<file path="config.mk">
export PLATFORM = sky130hd
export DESIGN_NAME = wave_channel_gen
export DESIGN_NICKNAME = d
export VERILOG_FILES = /design/src/rtl/wave_channel_gen.sv
export SDC_FILE = /design/constraint.sdc
export NUM_CORES = 1
export LEC_CHECK = 0
export CAP_MARGIN = 10
export CORE_MARGIN = 1
export CORE_UTILIZATION = 24
export CTS_BUF_LIST = sky130_fd_sc_hd__clkbuf_4 sky130_fd_sc_hd__clkbuf_8 sky130_fd_sc_hd__clkbuf_16
export CTS_CLUSTER_DIAMETER = 40
export DETAILED_ROUTE_END_ITERATION = 8
export HOLD_SLACK_MARGIN = 0.06
export SLEW_MARGIN = 20
export SYNTH_ARGS = -nofsm -noshare
export SYNTH_HDL_FRONTEND = slang
export SYNTH_SLANG_ARGS = --single-unit
</file>
<file path="constraint.sdc">
create_clock -name clk -period 2.33 [get_ports clk]
set_clock_uncertainty 0.05 [all_clocks]
set_input_delay 0.3495 -clock clk [delete_from_list [all_inputs] [get_ports clk]]
set_output_delay 0.3495 -clock clk [all_outputs]
set_load 0.01 [all_outputs]
</file>
<file path="src/rtl/wave_channel_gen.sv">
// Wave-table playback channel: steps through a writable sample table at a programmable rate,
// with an optional length countdown and a 4-level output attenuator.
module wave_channel_gen #(
  parameter int unsigned SAMPLE_W = 4,
  parameter int unsigned DEPTH    = 32,
  parameter int unsigned FREQ_W   = 11,
  parameter int unsigned LEN_W    = 8
) (
  input  logic                     clk,
  input  logic                     rst_n,
  input  logic                     clk256,
  input  logic                     dac_en,
  input  logic                     trigger,
  input  logic [FREQ_W-1:0]        freq,
  input  logic [LEN_W-1:0]         len_load,
  input  logic                     len_enable,
  input  logic [1:0]               vol_code,
  input  logic                     wr_en,
  input  logic [$clog2(DEPTH)-1:0] wr_addr,
  input  logic [SAMPLE_W-1:0]      wr_data,
  output logic [SAMPLE_W-1:0]      sample_out,
  output logic                     active
);

  localparam int unsigned AW = $clog2(DEPTH);
  localparam logic [FREQ_W:0] FREQ_SPAN = {1'b1, {FREQ_W{1'b0}}};
  localparam logic [LEN_W:0]  LEN_SPAN  = {1'b1, {LEN_W{1'b0}}};

  logic [SAMPLE_W-1:0] mem_q [DEPTH];
  logic [AW-1:0]       pos_q, pos_d;
  logic [FREQ_W:0]     timer_q, timer_d;
  logic [LEN_W:0]      len_q, len_d;
  logic                active_q, active_d;
  logic [SAMPLE_W-1:0] sample_q, sample_d;
  logic [FREQ_W:0]     reload_val;
  logic [LEN_W:0]      len_init;
  logic [SAMPLE_W-1:0] cur_sample;

  assign reload_val = FREQ_SPAN - {1'b0, freq};
  assign len_init   = LEN_SPAN - {1'b0, len_load};
  // Read sees the pre-write table contents, so a same-cycle write shows up one cycle later.
  assign cur_sample = mem_q[pos_q];

  always_comb begin
    pos_d    = pos_q;
    timer_d  = timer_q;
    len_d    = len_q;
    active_d = active_q;
    if (!dac_en) begin
      active_d = 1'b0;
    end else if (trigger) begin
      active_d = 1'b1;
      pos_d    = '0;
      timer_d  = reload_val;
      len_d    = len_init;
    end else if (active_q) begin
      if (timer_q == (FREQ_W+1)'(1)) begin
        pos_d   = pos_q + 1'b1;
        timer_d = reload_val;
      end else begin
        timer_d = timer_q - 1'b1;
      end
      if (clk256 && len_enable && (len_q != '0)) begin
        len_d = len_q - 1'b1;
        if (len_q == (LEN_W+1)'(1)) active_d = 1'b0;
      end
    end
  end

  always_comb begin
    sample_d = '0;
    if (active_q) begin
      case (vol_code)
        2'd0:    sample_d = '0;
        2'd1:    sample_d = cur_sample;
        2'd2:    sample_d = cur_sample >> 1;
        default: sample_d = cur_sample >> 2;
      endcase
    end
  end

  always_ff @(posedge clk or negedge rst_n) begin
    if (!rst_n) begin
      pos_q    <= '0;
      timer_q  <= '0;
      len_q    <= '0;
      active_q <= 1'b0;
      sample_q <= '0;
      for (int i = 0; i < int'(DEPTH); i++) mem_q[i] <= '0;
    end else begin
      pos_q    <= pos_d;
      timer_q  <= timer_d;
      len_q    <= len_d;
      active_q <= active_d;
      sample_q <= sample_d;
      if (wr_en) mem_q[wr_addr] <= wr_data;
    end
  end

  assign sample_out = sample_q;
  assign active     = active_q;

endmodule

</file>
==> flow_summary.json, run 1 <==
{
  "power.density_nw_per_um2": 920,
  "grt_use_total_pct": 12.5,
  "synth_top_cell_area_share_pct": 49.1,
  "routed_via_density": 4.72,
  "leakagePower_uw": 0.00426,
  "final_util_pct": 30.6,
  "final_layout_size_suffix_gt1_share_pct": 32.5,
  "fill_cells": 3424,
  "tns_ns": 0,
  "rsz0062_at_grt": "no",
  "grt_pass1_wl_um": 32500,
  "clock_latency_ns": 0.44,
  "ys_ff_latch": 159,
  "start_util_pct": 24.7,
  "tightest_slew_ns": 0.466,
  "regArea_um2": 3980,
  "drv_cap": 0,
  "yosysWarnings": 0,
  "rows": 66,
  "first_pass_iters": 5,
  "antenna_found_initial": 0,
  "cp_max_fo": 13,
  "dieArea_um2": 34500,
  "cts_made_buffers": 17,
  "clockBufferDepth": 2,
  "async_reset_ff_share_pct": 100,
  "root_buffer": "clkbuf_16",
  "worst_setup_path_end_kind": "register",
  "final_nets": 802,
  "clk_transition_reported_paths_ns": 0.07,
  "clock_sinks": 159,
  "synth_nets": 720,
  "synth.largest_area_cell": "dfrtp_1",
  "io_buffers": 41,
  "ys_types": 58,
  "drt_iter0_markers": 398,
  "multi_input_area_um2": 3970,
  "netlist_instances": 675,
  "cp.arrival_ns": 2.54,
  "antenna_cells": 0,
  "totalWireLength_um": 20500,
  "slew_headroom_pct": 68.7,
  "ir_drop_mv": 0.557,
  "synthToLayoutAreaGrowth_pct": 23.9,
  "vias": 5726,
  "core_um2": 32900,
  "hold_class": "input pin to async pin",
  "die-height_um": 186,
  "synth_edf_count": 0,
  "grt_overflow_total": 0,
  "grt_pass1_vias": 5784,
  "timing.fmax_ghz": 0.446,
  "routedWlPerCell_um": 16.9,
  "syn_avg_cell_area_um2": 12.0,
  "finalHoldViolations": 0,
  "cts_tree": "yes",
  "h-tree-depth": 4,
  "netlist_area_um2": 8110,
  "final_max_slew_viol_count": 0,
  "place_inst": 1175,
  "ant_nets": 0,
  "gp_congestion": 0.909,
  "crit_path_start_kind": "register",
  "drc": 0,
  "seq_area_frac_synth_pct": 49.1,
  "outcome": "finished, final reports clean",
  "path_class": "register to register",
  "grt_max_degree": 56,
  "hpwl_um": 14200,
  "mostFrequentLayoutCell": "dfrtp_1",
  "crit_required_ns": 2.63,
  "pin_count": 42,
  "post-route-period-util_pct": 96.3,
  "final_cell_mix": "158 x dfrtp_1, 130 x mux2_2, 52 x nand2_1",
  "setup_viol": 0,
  "ys.flop_type": "dfrtp_1",
  "die_width_um": 186,
  "layoutNonFillerInstCount": 1212,
  "yosys-top-cells-area": "dfrtp_1 49%, mux2_2 18%, mux4_2 5.8%",
  "min_period_ns": 2.24
}
sequential cells by signal (all words and copies together), names as in the netlist:
name and flops:
pos_q 5, len_q 9, sample_out 4, active 1, mem_q 128, timer_q 12
report_power, final:
group | leakage, uW | internal [uW] | switching (uW)
combinational | 0.00195 | 1380 | 1280
clock | 0.000298 | 1650 | 1250
sequential | 0.00201 | 3310 | 377
worst max-delay path: stages (launching register included):
cell	delay, ns
dfrtp_2	0.46
buf_12	0.18
buf_4	0.18
mux2i_1	0.14
a211oi_1	0.24
and3_1	0.21
nor3_1	0.06
or3b_2	0.44
a21boi_0	0.19
cell families (layout without fill, tap and decap cells):
group | after synthesis | count (layout) | share of synthesized area, %
buffers and inverters | 42 | 137 | 2.16
xor gates and xnor gates | 18 | 18 | 1.94
DFF | 159 | 159 | 49.1
and+or+nand+nor | 181 | 181 | 11.1
AOI/OAI and AO/OA | 93 | 93 | 7.77
muxes | 174 | 174 | 26.7
adders and majority gates | 8 | 8 | 1.23
through the flow:
| stage | setup WS (ns) | area (um2) | total power, uW | hold slack [ns] |
|---|---|---|---|---|
| floorplan | 0.0500 | 8110 | 5340 | 0.00391 |
| global placement | 0.0912 | 9380 | 6260 | 0.279 |
| detailed placement | 0.0573 | 9380 | 6320 | 0.274 |
| CTS | 0.0517 | 9990 | 9260 | 0.363 |
| global route | 0.00640 | 10100 | 9750 | 0.384 |
| finish | 0.0857 | 10100 | 9240 | 0.365 |
worst paths after layout:
kind	startpoint	end	slack (ns)	cells past startpoint
worst max-delay path	pos_q[0]	sample_out[2]	0.09	8
worst min-delay path	rst_n	mem_q[37]	0.37	2
worst max register to register	pos_q[0]	sample_out[2]	0.09	8
worst min register to register	mem_q[117]	mem_q[117]	0.45	1
max in group asynchronous	rst_n	mem_q[65]	1.21	3
min in group clk	mem_q[117]	mem_q[117]	0.45	1
what timing repair did:
action / CTS / global route
hold buffers: 1 / 0
hold endpoints to repair: 43 / 0
endpoints found under the setup margin: 0 / 4
resized for setup: 0 / 5
buffers inserted: 0 / 3
cell usage after synthesis, types with 7 or more instances:
master / instances
nand3_1: 12
a211oi_1: 8
nor3_1: 23
ha_1: 8
nor3b_1: 7
nand2_1: 52
mux4_2: 21
xnor2_1: 8
inv_1: 12
mux2i_1: 23
clkbuf_1: 23
nor2_1: 44
o21ai_0: 22
dfrtp_1: 159
mux2_2: 130
xor2_1: 10
a21oi_1: 18
layout make-up:
| cell class | count | area share (%) |
|---|---|---|
| inverter | 12 | 0.448 |
| tap | 442 | 5.50 |
| multi-input combinational | 474 | 39.5 |
| clock inverter | 14 | 1.67 |
| timing repair buffer | 93 | 8.92 |
| sequential | 159 | 39.6 |
| clock buffer | 18 | 4.37 |
routing by layer:
layer	GRT usage (%)	vias to the layer above	wire, um
li1	-	2672	-
met1	17.9	2904	10000
met2	18.7	127	9290
met3	2.47	23	898
met4	3.77	0	268
met5	0	-	0
Power figures use the tool's default switching activity.
==> inputs of run 2 (changes only) <==
==> constraint.sdc (replaced) <==
create_clock -name clk -period 2.1 [get_ports clk]
set_clock_uncertainty 0.05 [all_clocks]
set_input_delay 0.315 -clock clk [delete_from_list [all_inputs] [get_ports clk]]
set_output_delay 0.315 -clock clk [all_outputs]
set_load 0.01 [all_outputs]
==> flow_summary.json, run 2 (synthesis gave the netlist of run 1 again) <==
{
  "crit_path_start_kind": "register",
  "path_cells": "inv_2 -> ha_4 -> or4b_4 -> o41ai_4 -> nand2_4 -> or4_1 -> o21ai_1",
  "totalWireLength_um": 21300,
  "path_class": "register to register",
  "antenna_cells": 0,
  "antenna_found_initial": 0,
  "crit_start": "timer_q[1]",
  "top_regs": "mem_q (128), timer_q (12), len_q (9)",
  "io_buffers": 41,
  "cp.arrival_ns": 2.46,
  "largest_register_ffs": 128,
  "final_nets": 863,
  "top_usage_layer": "met2",
  "mostFrequentLayoutCell": "dfrtp_1",
  "power.density_nw_per_um2": 996,
  "crit_buf_inv": 1,
  "grt_max_degree": 55,
  "first_pass_iters": 5,
  "outcome": "finished with violations",
  "final_layout_size_suffix_gt1_share_pct": 39.6,
  "crit_family": "simple AND/OR/NAND/NOR gates",
  "timing.fmax_ghz": 0.465,
  "reg2reg_depth": 7,
  "layoutNonFillerInstCount": 1273,
  "cts_tree": "yes",
  "met3_usage_pct": 2.56,
  "crit_required_ns": 2.41,
  "final_max_slew_viol_count": 0,
  "ant_nets": 0,
  "drt_iter0_markers": 313,
  "ir_drop_mv": 0.453,
  "root_buffer": "clkbuf_16",
  "use_met1_pct": 17.5,
  "die_width_um": 186,
  "setup_viol": 3,
  "start_util_pct": 24.7,
  "routedWlPerCell_um": 16.8,
  "place_inst": 1229,
  "dieArea_um2": 34500,
  "hpwl_um": 15300,
  "slowest_delay_ns": 0.51,
  "core_um2": 32900,
  "design_area_um2": 10600,
  "min_period_ns": 2.15,
  "clock_sinks": 159,
  "drv_cap": 0,
  "drc": 0,
  "grt_use_total_pct": 13.0,
  "pin_count": 42,
  "fin_ws_ns": -0.0502,
  "rsz0062_at_grt": "yes",
  "finalHoldViolations": 0,
  "h-tree-depth": 4,
  "worstReg2RegEnd": "timer_q[11]",
  "gp_congestion": 0.858,
  "routed_via_density": 4.65,
  "cpMaxStageDelayCell": "or4_1",
  "grt_overflow_total": 0,
  "clk_transition_reported_paths_ns": 0.08,
  "cts_made_buffers": 17,
  "grtUsageMet2_pct": 20.9,
  "place_area_um2": 9770,
  "power_uw": 10600,
  "tns_ns": -0.132,
  "cp_max_fo": 2,
  "worstReg2RegStart": "timer_q[1]",
  "worst_setup_path_end_kind": "register",
  "final_cell_mix": "157 x dfrtp_1, 130 x mux2_2, 100 x buf_4",
  "post-route-period-util_pct": 102,
  "tightest_slew_ns": 0.568,
  "die-height_um": 186,
  "clockBufferDepth": 2,
  "vias": 5915,
  "top_register": "mem_q",
  "synthToLayoutAreaGrowth_pct": 30.8,
  "leakagePower_uw": 0.00458,
  "violations": "setup timing",
  "regToRegSetupSlack_ns": -0.05,
  "rows": 66,
  "slew_headroom_pct": 62.1,
  "grt_pass1_wl_um": 34300,
  "grt_pass1_vias": 6120,
  "clock_latency_ns": 0.44,
  "hold_class": "input pin to async pin"
}
## run 2: cell types whose count changed in the layout (fill, tap and decap cells not counted), moves of 2 or more
cell and delta:
o21ai_1 +3, inv_6 -5, a211oi_1 -3, buf_6 +6, clkinv_8 +5, nor3_2 +5, a211oi_2 +3, buf_4 +56
bufinv_16 -2, o221ai_1 -2, nor3_1 -5, o21ai_0 -3, inv_8 +2
## run 2: how the worst max path moves through the flow
stage               endpoint  cells past startpoint
5_1_grt          timer_q[11]                      7
3_5_place_dp   sample_out[2]                      7
6_report         timer_q[11]                      7
4_1_cts          timer_q[11]                      7
3_3_place_gp   sample_out[0]                      7
2_1_floorplan    timer_q[11]                      7
## run 2: final cells by class
cell class | count | area, um2
fill | 3343 | 22300
multi-input combinational | 474 | 4070
sequential | 159 | 3980
timing repair buffer | 154 | 1350
tap | 442 | 553
clock buffer | 17 | 425
clock inverter | 15 | 185
inverter | 12 | 45.0
## run 2: timing repair
item / CTS / global route
hold endpoints to repair: 49 / 0
buffers inserted: 5 / 6
hold buffers: 1 / 0
resized for setup: 19 / 16
pin swaps: 5 / 8
endpoints found under the setup margin: 12 / 17
## run 2: metrics by stage
stage                     worst slack, ns  hold slack, ns  utilization, %
after floorplan                    -0.160         -0.0306               -
after global placement             -0.117           0.284            29.7
after detailed placement           -0.144           0.281            29.7
final                             -0.0502           0.378            32.3
after CTS                         -0.0520           0.386            31.9
after global routing               -0.111           0.418            32.3
## run 2: layer usage
| metal | part of all wire, % | vias to the layer above |
|---|---|---|
| met5 | 0 | - |
| met4 | 1.3 | 0 |
| met3 | 3.8 | 20 |
| met2 | 48 | 114 |
| met1 | 47 | 2987 |
| li1 | - | 2794 |
## run 2: power breakdown
| part | internal, uW | total, uW | switching, uW |
|---|---|---|---|
| Sequential | 3680 | 4100 | 426 |
| Combinational | 1810 | 3320 | 1510 |
| Clock | 1620 | 3140 | 1520 |
| Total | 7110 | 10600 | 3460 |
==> inputs of run 3 (changes only) <==
--- a/config.mk
+++ b/config.mk
@@ -5,13 +5,17 @@
 export SDC_FILE = /design/constraint.sdc
 export NUM_CORES = 1
 export LEC_CHECK = 0
+export ABC_AREA = 1
 export CAP_MARGIN = 10
+export CELL_PAD_IN_SITES_DETAIL_PLACEMENT = 1
+export CELL_PAD_IN_SITES_GLOBAL_PLACEMENT = 1
 export CORE_MARGIN = 1
 export CORE_UTILIZATION = 24
 export CTS_BUF_LIST = sky130_fd_sc_hd__clkbuf_4 sky130_fd_sc_hd__clkbuf_8 sky130_fd_sc_hd__clkbuf_16
 export CTS_CLUSTER_DIAMETER = 40
 export DETAILED_ROUTE_END_ITERATION = 8
 export HOLD_SLACK_MARGIN = 0.06
+export PLACE_DENSITY_LB_ADDON = 0.1
 export SLEW_MARGIN = 20
 export SYNTH_ARGS = -nofsm -noshare
 export SYNTH_HDL_FRONTEND = slang
==> constraint.sdc (replaced) <==
create_clock -name clk -period 1.8 [get_ports clk]
set_clock_uncertainty 0.05 [all_clocks]
set_input_delay 0.27 -clock clk [delete_from_list [all_inputs] [get_ports clk]]
set_output_delay 0.27 -clock clk [all_outputs]
set_load 0.01 [all_outputs]
==> flow_summary.json, run 3 <==
{
  "rsz0062_at_grt": "yes",
  "synth_nets": 1126,
  "top_regs": "mem_q (128), timer_q (12), len_q (9)",
  "layoutNonFillerInstCount": 1669,
  "cts_tree": "yes",
  "antenna_cells": 0,
  "largest_register_ffs": 128,
  "grt_overflow_total": 0,
  "cts_made_buffers": 17,
  "clockBufferDepth": 2,
  "worst_setup_path_end_kind": "register",
  "io_buffers": 41,
  "ys_types": 42,
  "rows": 67,
  "mostFrequentLayoutCell": "nand2_1",
  "first_pass_iters": 4,
  "ys_ff_latch": 159,
  "yosys-top-cells-area": "dfrtp_1 48%, nand2_1 15%, o21ai_0 10%",
  "vias": 7412,
  "syn_avg_cell_area_um2": 7.62,
  "fin_ws_ns": -0.0287,
  "design_area_um2": 10900,
  "routedWlPerCell_um": 17.1,
  "power.density_nw_per_um2": 1090,
  "grt_use_total_pct": 16.9,
  "crit_path_start_kind": "register",
  "tns_ns": -0.0387,
  "die_width_um": 187,
  "clk_transition_reported_paths_ns": 0.08,
  "synth_top_cell_area_share_pct": 48.3,
  "drt_iter0_markers": 328,
  "root_buffer": "clkbuf_16",
  "leakagePower_uw": 0.00508,
  "yosysMostFrequentCell": "nand2_1",
  "ys.flop_type": "dfrtp_1",
  "clock_latency_ns": 0.44,
  "ir_drop_mv": 0.657,
  "final_nets": 1253,
  "outcome": "finished with violations",
  "cpMaxStageDelayCell": "dfrtp_2",
  "place_ws_ns": -0.307,
  "final_max_slew_viol_count": 0,
  "synth_fa_ha_area_share_pct": 1.21,
  "min_period_ns": 1.83,
  "cp.arrival_ns": 2.11,
  "grt_pass1_vias": 7903,
  "final_cell_mix": "333 x nand2_1, 160 x o21ai_0, 158 x dfrtp_1",
  "cp_max_fo": 6,
  "slew_headroom_pct": 72.5,
  "final_layout_size_suffix_gt1_share_pct": 15.9,
  "grt_max_degree": 59,
  "tightest_slew_ns": 0.413,
  "core_um2": 33600,
  "hpwl_um": 19600,
  "violations": "setup timing",
  "place_area_um2": 9950,
  "ant_nets": 0,
  "start_util_pct": 24.5,
  "pin_count": 42,
  "synth.largest_area_cell": "dfrtp_1",
  "top_register": "mem_q",
  "timing.fmax_ghz": 0.547,
  "gp_congestion": 0.758,
  "drv_cap": 0,
  "grt_pass1_wl_um": 45700,
  "dieArea_um2": 35100,
  "drc": 0,
  "holdWs_ns": 0.224,
  "netlist_instances": 1081,
  "hold_class": "input pin to async pin",
  "path_class": "register to register",
  "async_reset_ff_share_pct": 100,
  "totalWireLength_um": 28600,
  "slowest_delay_ns": 0.50,
  "antenna_found_initial": 0,
  "synthTopCellsByCount": "338 x nand2_1, 169 x o21ai_0, 159 x dfrtp_1, 102 x inv_1, 79 x nor2_1",
  "synth-simple-area-share_pct": 26.5,
  "clock_sinks": 159,
  "synth_compound_area_share_pct": 14.7,
  "synthToLayoutAreaGrowth_pct": 32.3,
  "synth_edf_count": 0,
  "setup_viol": 2,
  "netlist_area_um2": 8240,
  "h-tree-depth": 4,
  "path_cells": "buf_12 -> buf_12 -> nor2_4 -> nor2_1 -> o21ai_1 -> o211ai_1 -> nand3_1 -> nand3_2 -> nand3_2 -> nand2_1",
  "yosysWarnings": 0,
  "synth_xor_xnor_area_share_pct": 2.02,
  "seq_area_frac_synth_pct": 48.3,
  "synth_top_family_by_area": "simple AND/OR/NAND/NOR gates",
  "routed_via_density": 4.44,
  "synth_mux_area_share_pct": 0,
  "place_inst": 1624,
  "finalHoldViolations": 0,
  "post-route-period-util_pct": 102,
  "die-height_um": 187,
  "crit_required_ns": 2.08
}
## run 3: final timing paths
kind | from | end | slack [ns] | cells past startpoint
worst min-delay path | rst_n | mem_q[66] | 0.22 | 2
worst max-delay path | pos_q[0] | sample_out[1] | -0.03 | 10
max in group asynchronous | rst_n | mem_q[102] | 0.85 | 3
worst min register to register | mem_q[57] | mem_q[57] | 0.44 | 2
worst max register to register | pos_q[0] | sample_out[1] | -0.03 | 10
min in group clk | wr_data[1] | mem_q[33] | 0.37 | 3
## run 3: what timing repair did
item	4_1_cts	5_1_grt
pin swaps	2	18
buffers inserted	0	7
endpoints found under the setup margin	6	14
resized for setup	8	51
cloned	1	4
hold endpoints to repair	159	0
hold buffers	1	0
## run 3: final cells by class
| class | instances | area, um2 |
|---|---|---|
| clock buffers | 18 | 439 |
| well taps | 448 | 561 |
| inverters | 106 | 409 |
| fillers | 4019 | 22700 |
| clock inverters | 14 | 154 |
| repair buffers | 148 | 1540 |
| multi-input cells | 775 | 3820 |
| flip-flops and latches | 159 | 3980 |
| repair inverters | 1 | 6.26 |
## run 3: worst max-delay path: cells and delay by family, from the launching register on
| kind | cells | cell delay (ns) |
|---|---|---|
| simple gates | 6 | 0.57 |
| flops | 1 | 0.50 |
| buf+inv | 2 | 0.33 |
| compound gates | 2 | 0.28 |
## run 3: power breakdown
group	internal (uW)	leakage, uW	switching [uW]	total, uW
Sequential	4250	0.00203	427	4680
Clock	2110	0.000290	1690	3790
Combinational	1460	0.00276	2000	3460
## run 3: per-layer routing
metal  global-route usage, %  up-vias  wire, um
met5                       0        -         0
met4                    4.22        0       375
met3                    2.38       23       396
met2                    27.6       49     13500
met1                    23.4     3578     14300
li1                        -     3762         -
## run 3: cells by family after synthesis
| kind of cell | count (synthesis) |
|---|---|
| AO/OA/AOI/OAI | 226 |
| XOR/XNOR | 19 |
| adder cells (fa/ha/maj) | 8 |
| buffers and inverters | 147 |
| AND/OR/NAND/NOR | 522 |
| flip-flops | 159 |
## run 3: stage by stage
stage	utilization, %	power, uW
final	32.4	11900
after floorplan	-	6430
after global placement	29.6	7840
after CTS	31.6	11800
after global routing	32.4	12700
after detailed placement	29.6	7890
